## src/rtl/amoled_row_scheduler.sv

```systemverilog
// Row-sequential AMOLED compensation scheduler: INIT -> SCAN per row, with emission held on programmed rows.
// Optional AMOLED_SCHED_AUTORUN_EN: free-run frames back to back after the first start.

module amoled_row_drv (
  input  logic in_init,
  input  logic in_scan,
  input  logic lit,
  output logic vinit,
  output logic vcomp,
  output logic vscan,
  output logic vem1,
  output logic vem2
);
  logic active;

  always_comb begin
    active = in_init | in_scan;
    vinit  = in_init;
    vcomp  = active;
    vscan  = in_scan;
    vem1   = lit & ~active;
    vem2   = lit & ~active;
  end
endmodule

module amoled_row_scheduler #(
  parameter int ROWS   = 8,
  parameter int CNT_W  = 16,
  parameter int T_INIT = 2000,
  parameter int T_SCAN = 3000
) (
  input  logic                    clk,
  input  logic                    reset,
  input  logic                    start,
  output logic                    busy,
  output logic                    frame_done,
  output logic [$clog2(ROWS)-1:0] row_idx,
  output logic [ROWS-1:0]         vinit,
  output logic [ROWS-1:0]         vcomp,
  output logic [ROWS-1:0]         vscan,
  output logic [ROWS-1:0]         vem1,
  output logic [ROWS-1:0]         vem2
);
  localparam int RW = $clog2(ROWS);
  localparam logic [CNT_W-1:0] INIT_LAST = CNT_W'(T_INIT - 1);
  localparam logic [CNT_W-1:0] SCAN_LAST = CNT_W'(T_SCAN - 1);
  localparam logic [RW-1:0]    ROW_LAST  = RW'(ROWS - 1);

  typedef enum logic [1:0] {IDLE, INIT, SCAN} state_e;

  state_e           state_q, state_d;
  logic [CNT_W-1:0] cnt_q, cnt_d;
  logic [RW-1:0]    row_q, row_d;
  logic [ROWS-1:0]  lit_q, lit_d;
  logic             busy_q, busy_d;
  logic             frame_done_q, frame_done_d;
  logic [ROWS-1:0]  vinit_q, vinit_d, vcomp_q, vcomp_d, vscan_q, vscan_d;
  logic [ROWS-1:0]  vem1_q, vem1_d, vem2_q, vem2_d;

  always_comb begin
    state_d      = state_q;
    cnt_d        = cnt_q;
    row_d        = row_q;
    lit_d        = lit_q;
    frame_done_d = 1'b0;
    case (state_q)
      IDLE: begin
        if (start) begin
          state_d = INIT;
          row_d   = '0;
          cnt_d   = '0;
          lit_d[0] = 1'b0;
        end
      end
      INIT: begin
        if (cnt_q == INIT_LAST) begin
          state_d = SCAN;
          cnt_d   = '0;
        end else begin
          cnt_d = cnt_q + 1'b1;
        end
      end
      SCAN: begin
        if (cnt_q == SCAN_LAST) begin
          cnt_d        = '0;
          lit_d[row_q] = 1'b1;
          if (row_q == ROW_LAST) begin
            frame_done_d = 1'b1;
            row_d        = '0;
`ifdef AMOLED_SCHED_AUTORUN_EN
            state_d  = INIT;
            lit_d[0] = 1'b0;
`else
            state_d  = IDLE;
`endif
          end else begin
            // Row about to be programmed stops emitting from the same edge.
            state_d             = INIT;
            row_d               = row_q + 1'b1;
            lit_d[row_q + 1'b1] = 1'b0;
          end
        end else begin
          cnt_d = cnt_q + 1'b1;
        end
      end
      default: begin
        state_d = IDLE;
        cnt_d   = '0;
        row_d   = '0;
      end
    endcase
    busy_d = (state_d != IDLE);
  end

  // Line drivers are decoded from next-state so every output is a plain flop.
  for (genvar r = 0; r < ROWS; r++) begin : g_row
    logic sel;
    assign sel = (row_d == RW'(r));
    amoled_row_drv u_drv (
      .in_init (sel && state_d == INIT),
      .in_scan (sel && state_d == SCAN),
      .lit     (lit_d[r]),
      .vinit   (vinit_d[r]),
      .vcomp   (vcomp_d[r]),
      .vscan   (vscan_d[r]),
      .vem1    (vem1_d[r]),
      .vem2    (vem2_d[r])
    );
  end

  always_ff @(posedge clk or negedge reset) begin
    if (!reset) begin
      state_q      <= IDLE;
      cnt_q        <= '0;
      row_q        <= '0;
      lit_q        <= '0;
      busy_q       <= 1'b0;
      frame_done_q <= 1'b0;
      vinit_q      <= '0;
      vcomp_q      <= '0;
      vscan_q      <= '0;
      vem1_q       <= '0;
      vem2_q       <= '0;
    end else begin
      state_q      <= state_d;
      cnt_q        <= cnt_d;
      row_q        <= row_d;
      lit_q        <= lit_d;
      busy_q       <= busy_d;
      frame_done_q <= frame_done_d;
      vinit_q      <= vinit_d;
      vcomp_q      <= vcomp_d;
      vscan_q      <= vscan_d;
      vem1_q       <= vem1_d;
      vem2_q       <= vem2_d;
    end
  end

  assign busy       = busy_q;
  assign frame_done = frame_done_q;
  assign row_idx    = row_q;
  assign vinit      = vinit_q;
  assign vcomp      = vcomp_q;
  assign vscan      = vscan_q;
  assign vem1       = vem1_q;
  assign vem2       = vem2_q;
endmodule

```

## config.mk

```make
export PLATFORM = sky130hd
export DESIGN_NAME = amoled_row_scheduler
export DESIGN_NICKNAME = d
export VERILOG_FILES = /design/src/rtl/amoled_row_scheduler.sv
export SDC_FILE = /design/constraint.sdc
export NUM_CORES = 1
export LEC_CHECK = 0
export ABC_AREA = 1
export ABC_CLOCK_PERIOD_IN_PS = 1900
export BUFFER_PORTS_ARGS = -buffer_cell sky130_fd_sc_hd__buf_2
export CAP_MARGIN = 15
export CORE_MARGIN = 4
export CORE_UTILIZATION = 50
export CTS_CLUSTER_DIAMETER = 60
export DETAILED_ROUTE_END_ITERATION = 8
export PLACE_DENSITY = 0.75
export SYNTH_ARGS = -nofsm -noshare
export SYNTH_HDL_FRONTEND = slang
export SYNTH_SLANG_ARGS = --single-unit
```

## constraint.sdc

```tcl
create_clock -name clk -period 1.9 [get_ports clk]
set_clock_uncertainty 0.15 [all_clocks]
set_input_delay 0.095 -clock clk [delete_from_list [all_inputs] [get_ports clk]]
set_output_delay 0.095 -clock clk [all_outputs]
set_load 0.02 [all_outputs]
```

== After elaboration in Yosys (flattened, before gate mapping) ==
Index checks and enable logic that the tools add are counted.

* Bits in registers: 63
* Bits of input ports: 3

* Multiplexer cells: 25
* Equality and inequality tests: 15
* Reductions and logical operators: 21
* Bitwise logic cells: 27
* Add/subtract/negate cells: 2
* $lt $le $gt $ge: 4

{| class="wikitable"
|+ Operators by type and width
! operator !! count
|-
| 16-bit 2-to-1 mux || 3
|-
| 16-bit case mux with 3 select lines || 1
|-
| 1-bit logical AND || 18
|-
| 16-bit by 1-bit adder with 16-bit output, second input constant || 1
|-
| 16-bit by 11-bit == test with 1-bit output, second input constant || 1
|-
| 16-bit by 12-bit == test with 1-bit output, second input constant || 1
|-
| 8-bit 2-to-1 mux || 2
|-
| 3-bit == test, second input constant || 5
|-
| 3-bit 2-to-1 mux || 3
|-
| 3-bit case mux with 3 select lines || 1
|-
| 1-bit AND || 8
|-
| 8-bit AND || 1
|-
| 3-bit by 4-bit < comparator with 1-bit output, second input constant || 2
|-
| 1-bit NOT || 8
|-
| 8-bit NOT || 1
|-
| 1-bit bitwise OR || 8
|-
| 8-bit bitwise OR || 1
|-
| 1-bit 2-to-1 mux || 7
|-
| 7-bit 2-to-1 mux || 1
|-
| 1-bit demux with 3-bit select || 2
|-
| 3-bit by 2-bit == test with 1-bit output, second input constant || 2
|-
| 3-bit by 1-bit greater-or-equal comparator with 1-bit output, second input constant || 2
|-
| 2-bit 2-to-1 mux || 3
|-
| 2-bit case mux with 3 select lines || 1
|-
| other kinds (9) || 11
|}

== Depth between registers and ports, before layout ==
Gate-level depths: netlist of the first run.

* Word-level depth: 11
* Depth in mapped cells: 15
* Depth with buffers taken out: 15

== Cells and area by module ==
Synthesis of the first run repeated with hierarchy kept, for this count alone.

* Cell total of the unflattened synthesis: 400
* Area, all modules: 3492.1 µm²

{| class="wikitable"
|+ Modules (own cells, without submodules)
! module !! area an instance (µm²) !! times used !! cells an instance
|-
| amoled_row_scheduler || 3121.7 || 1 || 336
|-
| amoled_row_drv || 46.3 || 8 || 8
|}

== Worst setup path after synthesis of the first run ==
No wires, ideal clock.

* Path kind: reg-to-reg
* Start: register row_q[1] (netlist: row_idx[1])
* End: register vem2_q[3] (netlist: vem2[3])
* Stages on the path, launching flop included: 13
* Setup slack: -152 ps
* Path buffers: 0
* Arrival time: 1784 ps
* Setup time: 117 ps
* Cells stage by stage: dfrtp_1 > ha_1 > ha_1 > inv_1 > nand2_1 > nor2_1 > a21oi_1 > nand2_1 > nand3_1 > inv_1 > nand3_1 > a21oi_4 > nor2_1

* Elaborated cells between the ends (all ways): 33
* Classes of those cells: add/sub (1); order compare (4); eq/ne (4); mux (14); bitwise (6); reduce/logical (4)

{| class="wikitable"
|+ RTL lines
! what !! line !! text
|-
| start: declaration || 53 || <nowiki>logic [RW-1:0] row_q, row_d;</nowiki>
|-
| start signal: assignment || 147 || <nowiki>row_q <= row_d;</nowiki>
|-
| 3-bit by 1-bit adder with 3-bit output or 3-bit == test (tied branches) || 99, 87 ||
|-
| 3-bit 2-to-1 mux || 87 || <nowiki>if (row_q == ROW_LAST) begin</nowiki>
|-
| 3-bit 2-to-1 mux || 84 || <nowiki>if (cnt_q == SCAN_LAST) begin</nowiki>
|-
| 3-bit case mux with 3 select lines * || 66 || <nowiki>case (state_q)</nowiki>
|-
| named net row_d[1] || 53 ||
|-
| 3-bit by 2-bit == test with 1-bit output * || 118 || <nowiki>assign sel = (row_d == RW'(r));</nowiki>
|-
| 1-bit logical AND, on equally long branches || 120, 121 ||
|-
| 1-bit bitwise OR * || 17 || <nowiki>active = in_init | in_scan;</nowiki>
|-
| named net g_row[3].u_drv.vcomp || 9 || <nowiki>output logic vcomp,</nowiki>
|-
| 1-bit NOT * || -- ||
|-
| 1-bit AND * || -- ||
|-
| named net g_row[3].u_drv.vem1 || 11 || <nowiki>output logic vem1,</nowiki>
|-
| end signal: assignment || 155 || <nowiki>vem2_q <= vem2_d;</nowiki>
|-
| end: declaration || 58 || <nowiki>logic [ROWS-1:0] vem1_q, vem1_d, vem2_q, vem2_d;</nowiki>
|}

The timed path passes the listed nets; every way through them passes the cells marked *.
A chain may end at the register's enable or synchronous reset.

== Worst setup path after layout of the first run ==
* Start: register row_q[0] (netlist: row_idx[0])
* End: register vem2_q[5] (netlist: vem2[5])

* Elaborated cells between the ends (all ways): 33
* Classes of those cells: add/sub (1); order compare (4); eq/ne (4); mux (14); bitwise (6); reduce/logical (4)

{| class="wikitable"
|+ RTL lines
! what !! line
|-
| 3-bit by 1-bit adder with 3-bit output or 3-bit == test (tied branches) || 99, 87
|-
| 3-bit 2-to-1 mux or 1-bit 2-to-1 mux (tied branches) || 87
|-
| 3-bit 2-to-1 mux or 2-bit 2-to-1 mux (tied branches) || 84
|-
| 3-bit case mux with 3 select lines or 2-bit case mux with 3 select lines (tied branches) || 66
|-
| 3-bit == test (tied with other cells) || 118
|-
| 1-bit logical AND, on equally long branches || 120, 121
|-
| 1-bit bitwise OR * || 17
|-
| named net g_row[5].u_drv.vcomp || 9
|-
| 1-bit NOT * || --
|-
| 1-bit AND * || --
|-
| named net g_row[5].u_drv.vem1 || 11
|}

Marked as above.

==> out/qor.txt, run 1 <==
outcome - finished, violations left
failing checks - negative setup slack
Logic pwr share - 33.4%
DR WL/cell - 16.43 um
placed cell count - 513
placed cell areas - 0.003816 mm2
top cell type by total area after synthesis - dfrtp_1
Int Pwr - 0.002543 W
ys flop type - dfrtp_1
Final Max Slew Viols - 0
setup TNS - -4.968 ns
register area share after synthesis - 52.02%
Max clock buf depth - 2
share of the synthesized area in the top cell type - 52.02%
net switching power - 0.001373 W
vias in the first global route - 2771
antenna viol nets, final - 0
core area - 0.005886 mm2
Peak VDD IR - 631.0 uV
pre-CTS WS - -0.2169 ns
Post-Synthesis Cells - 339
Worst Hold Class - input port to flop
final hold vios - 0
Syn. warnings - 0
clk root buf - clkbuf_8
CP Class - flop to flop
routed wire length - 9.002 mm
Die X - 85.85 um
initial antenna violation count - 0
share of layout cells above drive strength 1 - 54.33%
largest net degree at the start of global routing - 27
area of the multi-input gates - 0.001563 mm2
cts bufs inserted - 9
top cells by area, synth - dfrtp_1, nand2_1, nor2_1
unrepaired setup endpoints after global routing - true
GP Congestion - 0.8964
worst setup margin - -0.2169 ns
Hold WS - 0.08359 ns
Sw Share - 35.06%
Slew @ Worst Pin - 0.5238 ns
DRC Markers - 0
Setup crit start kind - flop
die height - 85.85 um
Syn Nets - 349
DP HPWL - 5.220 mm
CTS tree - yes
LEAKAGE - 2.412 nW
GRT Overall Usage - 23.14%
Max Fclk - 0.4724 GHz
synth cell count leaders - dfrtp_1, nand2_1, nor2_1, inv_1, nand3_1
Worst Path Max Fanout - 6
Die ar. - 0.007370 mm2
area grow syn2layout - 48.76%
first-pass GRT wire length - 12.97 mm
Seq pwr share - 36.6%
Post-Synthesis Cell Area - 0.003030 mm2
fillers - 360
Async S/R FF share, synth - 100.0%
Finished Layout Cells - 548
Nets - 478
cell area after layout - 0.004508 mm2
critical path endpoint category - flop
register area - 0.001579 mm2
grt ovf - 0
Tmin final - 2.117 ns
Crit path arrival time - 2.21 ns
IO buf count - 47
Distinct cells, synth - 35
Initial Util - 51.49%
CTS sink count - 63
Worst-Skew Late Latency - 0.36 ns
Clock Power Share - 30.0%
Detailed Routing Iterations Pass 1 - 5
# IOs - 48
Synth Register Bits - 63
vias per inst - 5.286
number of synthesized flops with an enable pin - 0
Final period util - 111.4%
syn_area_per_cell - 8.939 um2
H-tree Lvls - 3
row cnt - 28
final setup fails - 38
Req. time, crit path - 2.00 ns
Ant. Diodes - 0
Cell Pwr Density - 868.8 mW/mm2
maxcap violations - 0
Clock transition at path regs - 0.08 ns
Rel. slew slack - 65.08%
total number of vias - 2897
DR iter-0 viols - 177
critical path: stages (launching register included):
cell and delay, ns:
dfrtp_2 0.43, ha_4 0.17, ha_4 0.17, nor2_1 0.14, nand4_1 0.26, nand3_4 0.21
nand4_1 0.23, a21oi_4 0.20, nor2_1 0.05
worst paths after layout:
path / cells after the start / endpoint / slack (ns) / startpoint
hold reg to reg: 2 / cnt_q[5] / 0.40 / cnt_q[5]
hold / removal: 5 / cnt_q[0] / 0.08 / start
min in group asynchronous: 2 / row_idx[2] / 0.09 / reset
max in group asynchronous: 3 / vinit[0] / 0.78 / reset
setup / recovery: 8 / vem2[5] / -0.22 / row_idx[0]
setup reg to reg: 8 / vem2[5] / -0.22 / row_idx[0]
placed cells by master, fill, tap and decap left out, types with 3 or more instances in the layout:
master    count
buf_4        73
dfrtp_1      61
buf_2        47
nand2_1      42
nor2_1       36
inv_1        32
nand2_2      21
inv_2        15
nor2_2       12
nor2_4       11
nand2_4      11
a21oi_1      11
nand3_2       9
clkbuf_8      9
nand3_4       8
nand3_1       7
a21oi_4       6
nand4_1       5
nor3_1        5
buf_6         4
clkinv_2      3
a31o_2        3
a31oi_1       3
ha_2          3
clkinv_4      3
power by group through the flow:
stage	Combinational, W	Sequential [W]	Clock [W]
2_1_floorplan	0.000532	0.00151	0
5_1_grt	0.00141	0.00144	0.00125
3_5_place_dp	0.000946	0.00146	0
6_report	0.00131	0.00143	0.00117
4_1_cts	0.00113	0.00143	0.00118
3_3_place_gp	0.000919	0.00146	0
through the flow:
stage | power, W | util, %
finish | 0.003917 | 76.59
global route | 0.004109 | 76.59
floorplan | 0.002038 | -
detailed placement | 0.002403 | 64.84
CTS | 0.003741 | 72.07
global placement | 0.002374 | 64.84
cells by family after synthesis:
logic type,Yosys count,share of synthesized area (%)
fa+ha+maj,7,2.890
simple gates,168,26.34
compound gates,36,8.671
xor+xnor,3,0.8672
flops,63,52.02
buf+inv,62,9.207
flip-flops by register name, indices dropped and copies added (netlist names):
register	flops
vem2	8
vinit	8
vcomp	8
row_idx	3
vscan	8
lit_q	8
busy	1
frame_done	1
cnt_q	16
state_q	2
layer usage:
metal	GRT usage, %	vias to the layer above	part of all wire [%]
li1	-	1334	-
met1	28.47	1409	37
met2	39.41	112	53
met3	3.939	42	5.2
met4	11.22	0	4.9
met5	0	-	0
timing repair:
item | CTS | global route
setup buffers | 8 | 9
resized for setup | 36 | 63
hold endpoints to repair | 19 | 0
gates cloned | 2 | 0
hold buffers | 1 | 0
setup endpoints to repair | 44 | 56
pin swaps | 15 | 18
final cells by class:
class,instances,area share (%)
clock buffers,9,2.748
clock inverters,7,1.638
inverters,51,4.468
multi-input cells,216,34.67
flip-flops and latches,63,35.03
well taps,75,2.082
repair buffers,127,19.37
Power figures use the tool's default switching activity.
==> inputs of run 2 (changes only) <==
Settings changed: ABC_AREA 1 to unset.
==> run 2 against run 1 <==
The flow still finishes with violations (negative setup slack). Largest cell class is now multi-input gates. Via count is 3.9% higher. Die area fell by 4.9%. Worst setup slack worse by 0.81 ns. Register-to-register slack got worse by 0.81 ns. Highest routed layer unchanged. Count of clock-buffer cells in the layout up 1. Synthesized cell count is 19% lower. Non-clock buffer count rose by 18. Critical path type unchanged. Critical path depth is 1 higher.
==> out/qor.txt, run 2 <==
Nets - 426
largest register by flop count - cnt_q
Async S/R FF share, synth - 100.0%
Crit path arrival time - 3.05 ns
total power - 0.002637 W
Clock Power Share - 47.8%
Synth Area in Adders - 3.057%
GP Congestion - 0.9000
Detailed Routing Iterations Pass 1 - 5
Syn Nets - 284
antenna viol nets, final - 0
Setup crit start kind - flop
core area - 0.005540 mm2
Peak VDD IR - 450.2 uV
Simple-Gate Fraction of Synth Area - 20.17%
vias per inst - 6.103
setup TNS - -49.15 ns
register area share after synthesis - 55.02%
worst setup margin - -1.026 ns
CP Class - flop to flop
clk root buf - clkbuf_8
Slew @ Worst Pin - 0.5391 ns
Sw Share - 20.91%
total number of vias - 3009
H-tree Lvls - 3
Tmin final - 2.926 ns
unrepaired setup endpoints after global routing - true
Req. time, crit path - 2.02 ns
largest family of logic cells by synthesized area - simple AND/OR/NAND/NOR gates
critical path endpoint category - flop
synth cell count leaders - dfrtp_1, nor2_1, inv_1, nand2_1, a21oi_1
final hold vios - 0
Rel. slew slack - 64.06%
syn_area_per_cell - 10.46 um2
ys flop type - dfrtp_1
DP HPWL - 5.602 mm
row cnt - 27
area grow syn2layout - 60.26%
GRT Overall Usage - 25.23%
grt ovf - 0
maxcap violations - 0
Post-Synthesis Cells - 274
DRC Markers - 0
CTS tree - yes
Clock transition at path regs - 0.07 ns
Synth Register Bits - 63
# IOs - 48
routed wire length - 10.46 mm
Max clock buf depth - 2
DR WL/cell - 21.22 um
most frequent cells in the layout - buf_4, dfrtp_1, buf_2, nor2_1, buf_6
die height - 83.70 um
Ant. Diodes - 0
first-pass GRT wire length - 13.81 mm
Post-Synthesis Cell Area - 0.002865 mm2
Die X - 83.70 um
vias in the first global route - 2874
number of synthesized flops with an enable pin - 0
DR iter-0 viols - 292
largest net degree at the start of global routing - 64
net switching power - 0.0005513 W
share of layout cells above drive strength 1 - 57.96%
Cell Pwr Density - 574.2 mW/mm2
Max Fclk - 0.3418 GHz
share of the synthesized area in the top cell type - 55.02%
initial antenna violation count - 0
Seq pwr share - 50.9%
mux share of post-synthesis cell area - 1.048%
Initial Util - 51.72%
final setup fails - 63
Final period util - 154.0%
outcome - finished, violations left
Syn. warnings - 0
top cells by area, synth - dfrtp_1, nor2_1, ha_1
LEAKAGE - 2.270 nW
CTS sink count - 63
top cell type by total area after synthesis - dfrtp_1
cts bufs inserted - 9
Distinct cells, synth - 51
Post-Synth XOR/XNOR Area - 2.751%
Final Max Slew Viols - 0
Worst Hold Class - input port to async pin
compound-cell area share of the yosys netlist - 12.97%
most common cell after layout, fill and taps aside - buf_4
Int Pwr - 0.002085 W
IO buf count - 47
most frequent cell after synthesis - dfrtp_1
failing checks - negative setup slack
Logic pwr share - 1.4%
Worst-Skew Late Latency - 0.35 ns
max reg flops - 16
Die ar. - 0.007006 mm2
Worst Path Max Fanout - 5
-- run 2: cell types whose count changed in the layout (fill, tap and decap cells not counted), sizes merged, moves of 6 or more --
| cell | before | now |
|---|---|---|
| nand2 | 74 | 12 |
| nor2 | 59 | 40 |
| nand3 | 24 | 10 |
| o21ai | 5 | 11 |
| a21oi | 19 | 11 |
| inv | 49 | 13 |
| o21a | 0 | 6 |
| buf | 126 | 144 |
-- run 2: repair_timing --
| action | in CTS | in global routing |
|---|---|---|
| cloned | 0 | 2 |
| buffers inserted | 10 | 9 |
| endpoints found under the hold margin | 63 | 0 |
| endpoints found under the setup margin | 62 | 63 |
| pin swaps | 12 | 12 |
| hold buffers | 1 | 0 |
| gates resized for setup | 65 | 50 |
-- run 2: worst paths after layout --
| check | to | slack [ns] | startpoint | cells after the start |
|---|---|---|---|---|
| worst max-delay path | vinit[2] | -1.03 | state_q[0] | 9 |
| worst min-delay path | cnt_q[7] | 0.11 | reset | 3 |
| worst max register to register | vinit[2] | -1.03 | state_q[0] | 9 |
| worst min register to register | lit_q[4] | 0.42 | lit_q[4] | 2 |
| max in group asynchronous | frame_done | 1.16 | reset | 3 |
| min in group clk | cnt_q[5] | 0.24 | start | 6 |
-- run 2: final cells by class --
type / count / area [um2]
tap: 72 / 90.09
sequential: 63 / 1577
timing repair buffer: 145 / 1046
fill: 288 / 948.4
clock buffer: 10 / 127.6
inverter: 12 / 45.04
multi-input combinational: 185 / 1623
clock inverter: 6 / 83.83
-- run 2: metal layers --
metal,up-vias,share of wire [%],track usage (%)
met3,77,7.4,6.120
met1,1480,38,28.53
met2,200,49,44.32
met4,0,5.8,12.28
met5,-,0,0
li1,1252,-,-
-- run 2: critical path, stage by stage, from the launching register on --
cell and delay (ns):
dfrtp_1 0.40, inv_2 0.09, ha_4 0.13, or4b_4 0.45, or4_4 0.56, nor2_4 0.21
buf_6 0.13, o311ai_2 0.14, or2_2 0.40, nor2_1 0.17
-- run 2: power by group through the flow --
stage	clock network [W]	logic, W	registers (W)
final	0.00126	0.0000367	0.00134
after global routing	0.00135	0.0000425	0.00134
after CTS	0.00126	0.0000376	0.00134
after detailed placement	0	0.0000357	0.00137
after global placement	0	0.0000347	0.00137
after floorplan	0	0.000000335	0.00137
-- run 2: cell families after synthesis --
group,count (synthesis)
simple gates,111
flops,63
compound gates,54
buf+inv,27
xor+xnor,9
fa+ha+maj,7
mux,3
-- run 2: metrics by stage --
step | util (%) | cells | cell area, um2 | setup slack, ns | hold slack (ns)
after global placement | 67.59 | 457 | 3745 | -0.8870 | -0.02784
after detailed placement | 67.59 | 457 | 3745 | -0.9679 | -0.02188
after floorplan | - | 274 | 2922 | -1.001 | -0.3506
final | 82.88 | 493 | 4592 | -1.026 | 0.1060
after global routing | 82.88 | 493 | 4592 | -1.051 | 0.1649
after CTS | 77.78 | 484 | 4309 | -0.8880 | 0.1553
==> inputs of run 3 (changes only) <==
Settings changed: GPL_ROUTABILITY_DRIVEN set to 1, REMOVE_ABC_BUFFERS set to 1.
==> run 3 against run 2 <==
The run still ends with negative setup slack left. Routed wire length decreased by 1.9%. Register-to-register slack got worse by 0.02 ns. Highest routed layer unchanged. Non-clock buffer count decreased by 8. Via count decreased by 4.2%. Cell count decreased by 1.6%.
==> out/qor.txt, run 3 (synthesized netlist as in run 2, its figures left out) <==
most common cell after layout, fill and taps aside - buf_4
DP HPWL - 5.106 mm
row cnt - 27
CTS tree - yes
Nets - 418
GRT Overall Usage - 25.96%
largest net degree at the start of global routing - 64
Setup crit start kind - flop
GP Congestion - 0.9300
total number of vias - 2883
Tmin final - 2.941 ns
largest register by flop count - cnt_q
outcome - finished, violations left
total power - 0.002602 W
vias in the first global route - 2801
Req. time, crit path - 2.04 ns
Cell Pwr Density - 585.0 mW/mm2
Rel. slew slack - 69.77%
cell area after layout - 0.004447 mm2
reg2reg path depth - 10
routed wire length - 10.27 mm
grt ovf - 0
final setup fails - 62
CTS sink count - 63
pre-CTS WS - -1.015 ns
DRC Markers - 0
DR iter-0 viols - 304
area grow syn2layout - 55.20%
max reg flops - 16
# IOs - 48
placed cell areas - 0.003654 mm2
fillers - 304
Worst Path Max Fanout - 5
Die ar. - 0.007006 mm2
Worst-Skew Late Latency - 0.35 ns
Initial Util - 51.72%
Final period util - 154.8%
first-pass GRT wire length - 14.30 mm
initial antenna violation count - 0
Detailed Routing Iterations Pass 1 - 5
LEAKAGE - 2.213 nW
Final Max Slew Viols - 0
Core Util, Final - 80.26%
failing checks - negative setup slack
Clock transition at path regs - 0.08 ns
Reg-to-Reg End - vinit[3]
vias per inst - 5.944
maxcap violations - 0
unrepaired setup endpoints after global routing - true
flop2flop setup slack - -1.04 ns
worst setup margin - -1.041 ns
Peak VDD IR - 471.7 uV
CP Class - flop to flop
Ant. Diodes - 0
share of layout cells above drive strength 1 - 53.75%
Crit path arrival time - 3.08 ns
DR WL/cell - 21.17 um
Max Fclk - 0.3400 GHz
core area - 0.005540 mm2
antenna viol nets, final - 0
clk root buf - clkbuf_8
Max clock buf depth - 2
H-tree Lvls - 3
die height - 83.70 um
final hold vios - 0
setup TNS - -49.10 ns
IO buf count - 47
cts bufs inserted - 9
Worst Hold Class - input port to async pin
most frequent cells in the layout - buf_4, dfrtp_1, buf_2, nor2_1, inv_1
Die X - 83.70 um
Slew @ Worst Pin - 0.4500 ns
reg2reg start - state_q[0]
critical path endpoint category - flop
[run 3: cell count changes in the layout (fill, tap and decap cells not counted), sizes merged]
cell and change:
buf -8, bufinv -1, clkinvlp +1, nand2 +1, or2 -1
[run 3: how the worst max path moves through the flow]
stage | start | endpoint | slack [ns] | depth (start not counted)
after floorplan | state_q[0] | vem2[1] | -1.08 | 8
after global placement | state_q[0] | vem2[3] | -0.94 | 8
after detailed placement | state_q[0] | vinit[1] | -1.01 | 8
after CTS | cnt_q[14] | vem2[3] | -0.97 | 6
after global routing | state_q[0] | vem2[3] | -1.07 | 9
final | state_q[0] | vinit[3] | -1.04 | 10
[run 3: layout make-up]
cell class,count,area (um2),area share (%)
clock inverter,6,68.82,1.548
inverter,12,45.04,1.013
multi-input combinational,185,1556,35.00
timing repair buffer,137,972.2,21.86
sequential,63,1577,35.45
clock buffer,10,137.6,3.095
tap,72,90.09,2.026
[run 3: critical path: stages (launching register included)]
cell       delay [ns]
dfrtp_1          0.40
inv_2            0.09
ha_4             0.13
or4b_4           0.45
or4_4            0.57
buf_6            0.15
nor2_4           0.15
a2bb2oi_2        0.08
or4_4            0.45
buf_4            0.17
nor2_4           0.08
[run 3: what timing repair did]
action / 4_1_cts / 5_1_grt
endpoints found under the setup margin: 62 / 62
setup buffers: 9 / 9
hold endpoints to repair: 63 / 0
hold buffers: 1 / 0
gates cloned: 1 / 0
pin swaps: 19 / 18
resized for setup: 57 / 41
[run 3: routing by layer]
metal | GRT usage, % | vias up | wire length [um] | share of wire, %
met2 | 44.11 | 190 | 5106 | 50
met4 | 10.53 | 0 | 586 | 5.7
met3 | 5.133 | 67 | 831 | 8.1
li1 | - | 1238 | - | -
met5 | 0 | - | 0 | 0
met1 | 32.39 | 1388 | 3744 | 36
[run 3: power by group]
group	total, W	leakage (nW)	switching, W	internal, W
registers	0.00134	0.835	0	0.00134
clock network	0.00123	0.103	0.000578	0.000648
logic	0.0000359	1.28	0.0000271	0.00000876
total	0.00260	2.21	0.000605	0.00200
[run 3: per-stage QoR]
stage	cells	hold WS (ns)
finish	485	0.1217
global route	485	0.1861
CTS	477	0.1536
detailed placement	451	-0.02067
global placement	451	-0.02622
floorplan	259	-0.3506
